## src/rtl/vga_sync_pkg.sv

```systemverilog
// Shared constants for the 640x480@60 raster timing generator and its pattern consumers.
package vga_sync_pkg;

   localparam int unsigned CNT_W     = 10;
   localparam int unsigned MAX_TOTAL = 1 << CNT_W;

   localparam int unsigned DEF_H_VISIBLE = 640;
   localparam int unsigned DEF_H_FRONT   = 16;
   localparam int unsigned DEF_H_SYNC    = 96;
   localparam int unsigned DEF_H_BACK    = 48;
   localparam int unsigned DEF_V_VISIBLE = 480;
   localparam int unsigned DEF_V_FRONT   = 10;
   localparam int unsigned DEF_V_SYNC    = 2;
   localparam int unsigned DEF_V_BACK    = 33;
   localparam bit          DEF_SYNC_ACTIVE = 1'b0;

   function automatic int unsigned axis_total(input int unsigned visible,
                                              input int unsigned front,
                                              input int unsigned sync,
                                              input int unsigned back);
      return visible + front + sync + back;
   endfunction

endpackage

```

## src/rtl/vga_axis_counter.sv

```systemverilog
// One raster axis: a wrapping position counter plus decodes of its *next* value,
// so the parent can register sync/visible in step with the count.
module vga_axis_counter
   import vga_sync_pkg::*;
#(
   parameter int unsigned VISIBLE = DEF_H_VISIBLE,
   parameter int unsigned FRONT   = DEF_H_FRONT,
   parameter int unsigned SYNC    = DEF_H_SYNC,
   parameter int unsigned BACK    = DEF_H_BACK
) (
   input  logic             clk_i,
   input  logic             rst_n_i,
   input  logic             inc_i,
   output logic [CNT_W-1:0] count_o,
   output logic             wrap_o,
   output logic             sync_active_o,
   output logic             visible_o
);

   localparam int unsigned TOTAL      = axis_total(VISIBLE, FRONT, SYNC, BACK);
   localparam int unsigned SYNC_START = VISIBLE + FRONT;
   localparam int unsigned SYNC_END   = SYNC_START + SYNC;

   logic [CNT_W-1:0] count_q;
   logic [CNT_W-1:0] count_d;

   always_comb begin
      count_d = count_q;
      wrap_o  = inc_i && (count_q == CNT_W'(TOTAL - 1));
      if (inc_i) begin
         count_d = wrap_o ? '0 : count_q + CNT_W'(1);
      end
      // 32-bit compares so a range ending exactly at MAX_TOTAL cannot alias to 0
      sync_active_o = (32'(count_d) >= SYNC_START) && (32'(count_d) < SYNC_END);
      visible_o     = 32'(count_d) < VISIBLE;
   end

   always_ff @(posedge clk_i or negedge rst_n_i) begin
      if (!rst_n_i) begin
         count_q <= CNT_W'(TOTAL - 1);
      end else begin
         count_q <= count_d;
      end
   end

   assign count_o = count_q;

endmodule

```

## src/rtl/vga_sync.sv

```systemverilog
// VGA raster timing generator: pixel coordinates, sync pulses, visible flag and
// line/frame strobes, all registered and aligned to the same pixel.
module vga_sync
   import vga_sync_pkg::*;
#(
   parameter int unsigned H_VISIBLE   = DEF_H_VISIBLE,
   parameter int unsigned H_FRONT     = DEF_H_FRONT,
   parameter int unsigned H_SYNC      = DEF_H_SYNC,
   parameter int unsigned H_BACK      = DEF_H_BACK,
   parameter int unsigned V_VISIBLE   = DEF_V_VISIBLE,
   parameter int unsigned V_FRONT     = DEF_V_FRONT,
   parameter int unsigned V_SYNC      = DEF_V_SYNC,
   parameter int unsigned V_BACK      = DEF_V_BACK,
   parameter bit          SYNC_ACTIVE = DEF_SYNC_ACTIVE
) (
   input  logic             clk_i,
   input  logic             rst_n_i,
   input  logic             pix_en_i,
   output logic [CNT_W-1:0] column_o,
   output logic [CNT_W-1:0] row_o,
   output logic             visible_o,
   output logic             hsync_o,
   output logic             vsync_o,
   output logic             line_start_o,
   output logic             frame_start_o
);

   localparam int unsigned H_TOTAL = axis_total(H_VISIBLE, H_FRONT, H_SYNC, H_BACK);
   localparam int unsigned V_TOTAL = axis_total(V_VISIBLE, V_FRONT, V_SYNC, V_BACK);

   generate
      if (H_TOTAL > MAX_TOTAL || V_TOTAL > MAX_TOTAL) begin : g_bad_total
         $error("vga_sync: H_TOTAL/V_TOTAL exceed the 10-bit counter range");
      end
   endgenerate

   logic h_wrap, h_sync_nxt, h_vis_nxt;
   logic v_wrap, v_sync_nxt, v_vis_nxt;

   vga_axis_counter #(
      .VISIBLE (H_VISIBLE),
      .FRONT   (H_FRONT),
      .SYNC    (H_SYNC),
      .BACK    (H_BACK)
   ) u_h_axis (
      .clk_i         (clk_i),
      .rst_n_i       (rst_n_i),
      .inc_i         (pix_en_i),
      .count_o       (column_o),
      .wrap_o        (h_wrap),
      .sync_active_o (h_sync_nxt),
      .visible_o     (h_vis_nxt)
   );

   // Rows advance only on the tick that wraps the column
   vga_axis_counter #(
      .VISIBLE (V_VISIBLE),
      .FRONT   (V_FRONT),
      .SYNC    (V_SYNC),
      .BACK    (V_BACK)
   ) u_v_axis (
      .clk_i         (clk_i),
      .rst_n_i       (rst_n_i),
      .inc_i         (h_wrap),
      .count_o       (row_o),
      .wrap_o        (v_wrap),
      .sync_active_o (v_sync_nxt),
      .visible_o     (v_vis_nxt)
   );

   logic visible_q, visible_d;
   logic hsync_q, hsync_d;
   logic vsync_q, vsync_d;
   logic line_start_q, line_start_d;
   logic frame_start_q, frame_start_d;

   always_comb begin
      visible_d     = h_vis_nxt && v_vis_nxt;
      hsync_d       = h_sync_nxt ? SYNC_ACTIVE : !SYNC_ACTIVE;
      vsync_d       = v_sync_nxt ? SYNC_ACTIVE : !SYNC_ACTIVE;
      line_start_d  = h_wrap;
      frame_start_d = h_wrap && v_wrap;
   end

   always_ff @(posedge clk_i or negedge rst_n_i) begin
      if (!rst_n_i) begin
         visible_q     <= 1'b0;
         hsync_q       <= !SYNC_ACTIVE;
         vsync_q       <= !SYNC_ACTIVE;
         line_start_q  <= 1'b0;
         frame_start_q <= 1'b0;
      end else begin
         visible_q     <= visible_d;
         hsync_q       <= hsync_d;
         vsync_q       <= vsync_d;
         line_start_q  <= line_start_d;
         frame_start_q <= frame_start_d;
      end
   end

   assign visible_o     = visible_q;
   assign hsync_o       = hsync_q;
   assign vsync_o       = vsync_q;
   assign line_start_o  = line_start_q;
   assign frame_start_o = frame_start_q;

endmodule

```

## config.mk

```make
export PLATFORM = sky130hd
export DESIGN_NAME = vga_sync
export DESIGN_NICKNAME = d
export VERILOG_FILES = /design/src/rtl/vga_sync_pkg.sv /design/src/rtl/vga_axis_counter.sv /design/src/rtl/vga_sync.sv
export SDC_FILE = /design/constraint.sdc
export NUM_CORES = 1
export LEC_CHECK = 0
export ABC_AREA = 1
export BUFFER_PORTS_ARGS = -buffer_cell sky130_fd_sc_hd__buf_2
export CAP_MARGIN = 10
export CORE_MARGIN = 3
export CORE_UTILIZATION = 49
export CTS_CLUSTER_DIAMETER = 80
export DETAILED_ROUTE_END_ITERATION = 8
export PLACE_DENSITY = 0.75
export SETUP_SLACK_MARGIN = 0.2
export SYNTH_ARGS = -nofsm -noshare
export SYNTH_HDL_FRONTEND = slang
export SYNTH_SLANG_ARGS = --single-unit
```

## constraint.sdc

```tcl
create_clock -name clk_i -period 1.55 [get_ports clk_i]
set_input_delay 0.2325 -clock clk_i [delete_from_list [all_inputs] [get_ports clk_i]]
set_output_delay 0.2325 -clock clk_i [all_outputs]
set_load 0.005 [all_outputs]
```

[Word-level counts from Yosys, hierarchy flattened]
Index checks and enable logic that the tools add are counted.
Cells by class
  reductions and logical operators: 6
  add/subtract/negate cells: 2
  equal/unequal tests: 2
  magnitude comparators: 6
  mux-type cells: 6
Operators with widths (number)
  2-to-1 mux 10 bit: 4
  adder 10 x 1 -> 10 bit (second input constant): 2
  equality test 10 bit (second input constant): 2
  < comparator 10 bit (second input constant): 2
  < comparator 10 x 9 -> 1 bit (second input constant): 2
  greater-or-equal comparator 10 bit (second input constant): 1
  greater-or-equal comparator 10 x 9 -> 1 bit (second input constant): 1
  logical AND 1 bit: 6
  2-to-1 mux 1 bit: 2
Storage, ports and cells
  output and inout bits: 25
  input port bits: 3
  word-level logic and storage cells: 29
  register bits: 25

[Depth between registers and ports, before layout]
Gate-level depths: netlist (run 1).
  depth in word-level cells: 8
  mapped depth: 12
  depth with buffers taken out: 12

[Modules after synthesis]
From an unflattened synthesis (run 1), not the netlist that was laid out.
Unflattened totals
  cell total of the unflattened synthesis: 207
  area, all modules: 1561.5 sq um
By module, submodules not included
  vga_axis_counter at u_v_axis: seq. area each 254.0 sq um, area an instance 744.5 sq um, times used 1, cells an instance 104
  vga_axis_counter at u_h_axis: seq. area each 259.0 sq um, area an instance 666.9 sq um, times used 1, cells an instance 92
  vga_sync: seq. area each 127.6 sq um, area an instance 150.1 sq um, times used 1, cells an instance 11

[Worst setup path after synthesis (run 1)]
Ideal clock, no wire load.
  kind: register -> register
  from: register u_h_axis.count_q[0], in the netlist u_h_axis.count_o[0]
  to: register visible_q, in the netlist visible_o
  stages on the path, launching flop included: 10
  period minus slack after synthesis: 1.689 ns
  slack: -0.139 ns
  data required time: 1.432 ns
  buffers on the path: 1
  data arrival time: 1.572 ns
  cell sequence: dfstp_2 > ha_1 > nand4_4 > nor2_4 > buf_6 > nand3_2 > nand2_2 > nand2_2 > nor2_2 > nor2_1
Between the ends
  word-level cells in the longest chain between the ends: 7
  elaborated cells on any way between the ends: 11
  those cells by class: add/sub (1); order compare (2); eq/ne (1); mux (4); reduce/logical (3)
Ends and longest elaborated chain
  start: declaration: RTL line vga_axis_counter.sv:24  | logic [CNT_W-1:0] count_q;
  start signal: assignment: RTL line vga_axis_counter.sv:40  | count_q <= CNT_W'(TOTAL - 1);
  start signal: assignment: RTL line vga_axis_counter.sv:42  | count_q <= count_d;
  equality test 10 bit (*): RTL line vga_axis_counter.sv:29  | wrap_o = inc_i && (count_q == CNT_W'(TOTAL - 1));
  logical AND 1 bit (*): RTL line vga_axis_counter.sv:29
  via h_wrap: RTL line vga_sync.sv:37  | logic h_wrap, h_sync_nxt, h_vis_nxt;
  logical AND 1 bit: RTL line vga_axis_counter.sv:29
  2-to-1 mux 10 bit: RTL line vga_axis_counter.sv:31  | count_d = wrap_o ? '0 : count_q + CNT_W'(1);
  2-to-1 mux 10 bit (*): RTL line vga_axis_counter.sv:30  | if (inc_i) begin
  via u_v_axis.count_d[5]: RTL line vga_axis_counter.sv:25  | logic [CNT_W-1:0] count_d;
  < comparator 10 x 9 -> 1 bit (*): RTL line vga_axis_counter.sv:35  | visible_o = 32'(count_d) < VISIBLE;
  logical AND 1 bit (*): RTL line vga_sync.sv:78  | visible_d = h_vis_nxt && v_vis_nxt;
  via visible_d: RTL line vga_sync.sv:71  | logic visible_q, visible_d;
  end signal: assignment: RTL line vga_sync.sv:93  | visible_q <= visible_d;
  end: declaration: RTL line vga_sync.sv:71
Mark *: on every way through the listed nets, which the timed path passes. The rest lies on a longest branch.

[Worst setup path in the final report (run 1)]
  from: register u_h_axis.count_q[0], in the netlist u_h_axis.count_o[0]
  to: register vsync_q, in the netlist vsync_o
Between the ends
  word-level cells in the longest chain between the ends: 8
  elaborated cells on any way between the ends: 9
  those cells by class: order compare (2); eq/ne (1); mux (3); reduce/logical (3)
Ends and longest elaborated chain
  equality test 10 bit (*): RTL line vga_axis_counter.sv:29
  logical AND 1 bit (*): RTL line vga_axis_counter.sv:29
  logical AND 1 bit: RTL line vga_axis_counter.sv:29
  2-to-1 mux 10 bit: RTL line vga_axis_counter.sv:31
  2-to-1 mux 10 bit (*): RTL line vga_axis_counter.sv:30
  via u_v_axis.count_d[3]: RTL line vga_axis_counter.sv:25
  greater-or-equal comparator 10 x 9 -> 1 bit / < comparator 10 x 9 -> 1 bit (equally long branches): RTL line vga_axis_counter.sv:34  | sync_active_o = (32'(count_d) >= SYNC_START) && (32'(count_d) < SYNC_END);
  logical AND 1 bit (*): RTL line vga_axis_counter.sv:34
  2-to-1 mux 1 bit (*): RTL line vga_sync.sv:80  | vsync_d = v_sync_nxt ? SYNC_ACTIVE : !SYNC_ACTIVE;
  via vsync_d: RTL line vga_sync.sv:73  | logic vsync_q, vsync_d;
  end signal: assignment: RTL line vga_sync.sv:89  | vsync_q <= !SYNC_ACTIVE;
  end signal: assignment: RTL line vga_sync.sv:95  | vsync_q <= vsync_d;
  end: declaration: RTL line vga_sync.sv:73
Marked as above.

==> flow_summary.json, run 1 <==
{
  "cp-end-kind": "flop",
  "synth-seq-cells": 25,
  "rsz0062_at_grt": "true",
  "antenna_found_initial": 0,
  "final_cells": 312,
  "power.share.switching_pct": 39.3,
  "start_kind": "flop",
  "clock_path_buffers": 2,
  "die_w_um": 61.5,
  "cts_made_buffers": 3,
  "vias_per_cell": 5.13,
  "power_leakage_nw": 1.18,
  "synth.yosys.seq_area_share_pct": 42.4,
  "crit_arrival_ns": 1.98,
  "period_needed_ns": 1.71,
  "grt_max_degree": 26,
  "worst_slack_ns": -0.165,
  "ir_drop_mv": 0.507,
  "p_seq_share_pct": 37.2,
  "dieHeight_um": 61.5,
  "dp_slack_ns": -0.174,
  "synthesis.area_sq_um": 1510,
  "ys_types": 24,
  "grt_usage_pct": 22.4,
  "final_cell_mix": "51 x nand2_1, 35 x buf_4, 26 x inv_1",
  "ios": 28,
  "p_int_mw": 1.66,
  "area_growth_pct": 50.5,
  "fin_crit_sh_pct": 111,
  "skew_ns": 0.00874,
  "coreArea_sq_um": 2850,
  "pwr-share-comb_pct": 52.3,
  "cp_max_fo": 8,
  "port_buffers": 27,
  "min_path_type": "in2reg",
  "critical_path_class": "reg2reg",
  "cts_tree": "done",
  "power.density_nw_per_um2": 1200,
  "synth.avg_cell_area_sq_um": 7.34,
  "wire_per_inst_um": 13.5,
  "fmax_mhz": 583,
  "dp_hpwl_um": 2730,
  "routed_wl_um": 4200,
  "violations": "negative setup slack",
  "dp_cells": 294,
  "grt_pass1_wl_um": 6270,
  "drv_slew": 0,
  "layout_commonest_cell": "nand2_1",
  "outcome": "complete, but fails checks",
  "cts_root_buf": "clkbuf_4",
  "firstDrtPassIters": 4,
  "antenna_cells": 0,
  "max-cap-violations": 0,
  "row_count": 19,
  "tightestPinTransition_ns": 0.566,
  "setup_viol": 9,
  "dr_total_vias": 1600,
  "switchingPower_mw": 1.08,
  "synthCells": 206,
  "first_global_vias": 1459,
  "drt.antenna.violating_nets": 0,
  "grt_overflow": 0,
  "first_iter_violations": 78,
  "place_congestion": 0.856,
  "die_area_sq_um": 3790,
  "drive_gt1_share_pct": 50.2,
  "nFillCells": 191,
  "clkTransAtPathRegs_ns": 0.13,
  "hold_viol": 0,
  "route.detailed.drc": 0,
  "power_frac_clock_pct": 10.5,
  "insertion_delay_ns": 0.32,
  "yosysWarnings": 0,
  "critPathRequiredTime_ns": 1.81,
  "initial_core_util_pct": 53.0,
  "htreeDepth": 1,
  "fin_nets": 288,
  "syn-num-nets": 212,
  "slew_headroom_pct": 62.3,
  "cts.sinks": 25
}
-- worst max-delay path, cell delays in order (launching register included) --
cell     delay [ns]
dfstp_2        0.57
ha_4           0.17
nand4_4        0.10
nor2_4         0.22
buf_12         0.16
nor2_2         0.04
nor2_2         0.16
nand2_1        0.08
nor2_1         0.10
nand3_1        0.07
-- layout make-up --
| cell class | count | area [sq um] | share of cell area (%) |
|---|---|---|---|
| tap | 31 | 38.8 | 1.71 |
| inverter | 35 | 134 | 5.89 |
| sequential | 25 | 641 | 28.2 |
| multi-input combinational | 144 | 887 | 39.0 |
| timing repair buffer | 73 | 548 | 24.1 |
| clock buffer | 4 | 26.3 | 1.16 |
-- power groups by stage --
| stage | Sequential, mW | Clock, mW | Combinational, mW |
|---|---|---|---|
| after CTS | 1.01 | 0.296 | 1.10 |
| final | 1.02 | 0.288 | 1.43 |
| after global placement | 1.01 | 0 | 0.939 |
| after global routing | 1.04 | 0.331 | 1.55 |
| after floorplan | 1.04 | 0 | 0.447 |
| after detailed placement | 1.01 | 0 | 0.956 |
-- layer usage --
metal / global-route usage [%] / part of all wire, %
met1: 27.5 / 42
met2: 40.1 / 53
met3: 3.14 / 3.0
met4: 7.27 / 1.8
met5: 0 / 0
-- cell families after synthesis --
| logic type | after synthesis | synth area share [%] |
|---|---|---|
| fa+ha+maj | 3 | 2.48 |
| xor+xnor | 2 | 1.16 |
| simple gates | 126 | 38.7 |
| compound gates | 12 | 4.55 |
| flops | 25 | 42.4 |
| buf+inv | 38 | 10.7 |
-- stage by stage --
step	instance area, sq um	setup TNS, ns	utilization [%]	hold slack [ns]	power, mW
after floorplan	1530	-0.0428	-	-0.0631	1.49
after global placement	1930	-0.417	67.8	0.248	1.95
after detailed placement	1930	-0.855	67.8	0.248	1.97
after CTS	2090	-0.372	73.2	0.195	2.40
after global routing	2270	-1.70	79.7	0.234	2.92
final	2270	-0.691	79.7	0.232	2.74
-- flip-flops by register name, summed over array words and instances, names as in the netlist --
signal and cells:
u_v_axis.count_o 10, hsync_o 1, u_h_axis.count_o 10, frame_start_o 1, vsync_o 1, line_start_o 1
visible_o 1
-- path summary, 6_finish.rpt --
kind	slack, ns	cells past startpoint	from	to
worst max-delay path	-0.16	9	u_h_axis.count_o[0]$_DFF_PN1_	vsync_o$_DFF_PN1_
worst min-delay path	0.23	2	pix_en_i	u_h_axis.count_o[0]$_DFF_PN1_
worst max register to register	-0.16	9	u_h_axis.count_o[0]$_DFF_PN1_	vsync_o$_DFF_PN1_
worst min register to register	0.61	2	u_h_axis.count_o[4]$_DFF_PN1_	u_h_axis.count_o[4]$_DFF_PN1_
max in group asynchronous	0.73	2	rst_n_i	u_h_axis.count_o[4]$_DFF_PN1_
min in group asynchronous	0.44	2	rst_n_i	u_h_axis.count_o[6]$_DFF_PN0_
-- timing repair --
item                                    CTS  global route
setup buffers                             3             9
hold buffers                              1             0
hold endpoints to repair                 13             0
endpoints found under the setup margin   24            28
gates cloned                              1             0
pin swaps                                 5            16
resized for setup                        28            33
-- Yosys cell counts (all sizes together) --
library cell	instances	area, sq um
nand2	61	234
inv	35	131
nor2	31	134
nand3	23	135
dfrtp	13	325
dfstp	12	315
o21ai	7	38.8
nand4	6	52.6
nor3	5	30.0
a21oi	3	15.0
buf	3	30.0
ha	3	37.5
o21bai	2	15.0
xor2	2	17.5
(Power assumes the default switching activity.)
==> inputs of run 2 (changes only) <==
--- a/config.mk
+++ b/config.mk
@@ -8,12 +8,14 @@
 export ABC_AREA = 1
 export BUFFER_PORTS_ARGS = -buffer_cell sky130_fd_sc_hd__buf_2
 export CAP_MARGIN = 10
+export CORE_ASPECT_RATIO = 0.5
 export CORE_MARGIN = 3
 export CORE_UTILIZATION = 49
 export CTS_CLUSTER_DIAMETER = 80
 export DETAILED_ROUTE_END_ITERATION = 8
 export PLACE_DENSITY = 0.75
 export SETUP_SLACK_MARGIN = 0.2
+export SKIP_CTS_REPAIR_TIMING = 1
 export SYNTH_ARGS = -nofsm -noshare
 export SYNTH_HDL_FRONTEND = slang
 export SYNTH_SLANG_ARGS = --single-unit
==> run 2 against run 1 <==
The flow still finishes with violations (negative setup slack); critical path type unchanged; register-to-register slack worse by 0.03 ns; sequential power about the same; sequential share of layout area up 1.0 points; cell count up 0.32%; largest cell class unchanged; setup slack worse by 0.028 ns.
==> flow_summary.json, run 2 (synthesis results as in run 1) <==
{
  "clock_path_buffers": 2,
  "critPathRequiredTime_ns": 1.76,
  "cp_max_fo": 6,
  "cts.sinks": 25,
  "final_cell_mix": "52 x nand2_1, 35 x buf_4, 28 x inv_1",
  "layout_commonest_cell": "nand2_1",
  "hold_viol": 0,
  "switchingPower_mw": 1.07,
  "vias_per_cell": 5.21,
  "hold_ws_ns": 0.278,
  "power_frac_clock_pct": 15.0,
  "cts_root_buf": "clkbuf_8",
  "cts_made_buffers": 3,
  "fin_nets": 283,
  "antenna_found_initial": 0,
  "critical_path_class": "reg2reg",
  "start_kind": "flop",
  "routed_wl_um": 4440,
  "ir_drop_mv": 0.877,
  "final_cells": 313,
  "pwr-share-comb_pct": 46.8,
  "cp-end-kind": "flop",
  "power.share.switching_pct": 40.4,
  "power.density_nw_per_um2": 1210,
  "row_count": 13,
  "area_growth_pct": 45.1,
  "period_needed_ns": 1.74,
  "power_leakage_nw": 1.14,
  "die_w_um": 84.5,
  "firstDrtPassIters": 4,
  "max-cap-violations": 0,
  "tightestPinTransition_ns": 0.555,
  "p_int_mw": 1.58,
  "dr_total_vias": 1632,
  "coreArea_sq_um": 2770,
  "grt_max_degree": 26,
  "rsz0062_at_grt": "true",
  "die_area_sq_um": 3830,
  "initial_core_util_pct": 54.7,
  "grt_pass1_wl_um": 5910,
  "grt_overflow": 0,
  "ios": 28,
  "clkTransAtPathRegs_ns": 0.09,
  "fin_crit_sh_pct": 112,
  "dp_cells": 301,
  "first_iter_violations": 93,
  "drv_slew": 0,
  "nFillCells": 174,
  "drt.antenna.violating_nets": 0,
  "skew_ns": 0.00691,
  "p_seq_share_pct": 38.2,
  "dp_hpwl_um": 2840,
  "cts_tree": "done",
  "htreeDepth": 1,
  "worst_slack_ns": -0.193,
  "route.detailed.drc": 0,
  "drive_gt1_share_pct": 46.4,
  "violations": "negative setup slack",
  "crit_arrival_ns": 1.95,
  "outcome": "complete, but fails checks",
  "antenna_cells": 0,
  "grt_usage_pct": 19.6,
  "wire_per_inst_um": 14.2,
  "fmax_mhz": 574,
  "first_global_vias": 1392,
  "setup_viol": 13,
  "dieHeight_um": 45.3,
  "insertion_delay_ns": 0.27,
  "port_buffers": 27,
  "min_path_type": "in2reg",
  "dp_slack_ns": -0.190,
  "place_congestion": 0.847,
  "slew_headroom_pct": 63.0
}
==> run 2: cell types whose count changed in the layout (fill, tap and decap cells not counted), moves of 2 or more <==
cell	change
nor2_1	+5
nand3_2	+3
nand3_1	-3
nor2_2	-6
clkbuf_4	-3
inv_1	+2
buf_6	-6
clkbuf_8	+3
buf_2	+2
nand2_4	-2
==> run 2: final cells by class <==
class | instances | area (sq um) | share of cell area [%]
Timing Repair Buffer | 68 | 470 | 21.4
Tap cell | 37 | 46.3 | 2.11
Multi-Input combinational cell | 144 | 860 | 39.2
Sequential cell | 25 | 641 | 29.2
Clock buffer | 4 | 45.0 | 2.05
Inverter | 35 | 131 | 5.99
==> run 2: worst max-delay path, stage by stage, from the launching register on <==
cell	delay (ns)
dfstp_2	0.57
ha_4	0.17
nand4_4	0.09
nor2_4	0.25
buf_4	0.15
nand4_1	0.11
nand3_2	0.14
nand2_1	0.07
nor2_1	0.12
==> run 2: power groups by stage <==
stage                     clock (mW)  combinational, mW  sequential, mW
final                          0.397               1.24            1.01
after global placement             0              0.960            1.00
after global routing           0.434               1.34            1.03
after floorplan                    0              0.447            1.04
after CTS                      0.397               1.01            1.00
after detailed placement           0               1.01            1.01
==> run 2: metal layers <==
metal	vias to the layer above	wire length, um	track usage (%)
met5	-	0	0
met1	774	1940	25.5
met2	62	2120	34.1
met4	0	95	5.68
li1	783	-	-
met3	13	276	4.19
==> run 2: path summary, 6_finish.rpt <==
kind                            slack, ns  cells after the start                           from                            end
worst max-delay path                -0.19                      8  u_h_axis.count_o[0]$_DFF_PN1_            visible_o$_DFF_PN0_
min in group asynchronous            0.47                      2                        rst_n_i            visible_o$_DFF_PN0_
worst min register to register       0.64                      2  u_h_axis.count_o[2]$_DFF_PN1_  u_h_axis.count_o[2]$_DFF_PN1_
worst max register to register      -0.19                      8  u_h_axis.count_o[0]$_DFF_PN1_            visible_o$_DFF_PN0_
max in group asynchronous            0.70                      2                        rst_n_i  u_h_axis.count_o[1]$_DFF_PN1_
worst min-delay path                 0.28                      2                       pix_en_i  u_h_axis.count_o[0]$_DFF_PN1_
==> run 2: per-stage QoR <==
| step | cell area (sq um) | util [%] | total power, mW | setup TNS (ns) |
|---|---|---|---|---|
| floorplan | 1530 | - | 1.49 | -0.0428 |
| global placement | 1940 | 70.0 | 1.96 | -0.298 |
| detailed placement | 1940 | 70.0 | 2.02 | -0.858 |
| CTS | 1980 | 71.6 | 2.41 | -0.956 |
| global route | 2190 | 79.3 | 2.81 | -2.24 |
| finish | 2190 | 79.3 | 2.65 | -1.18 |
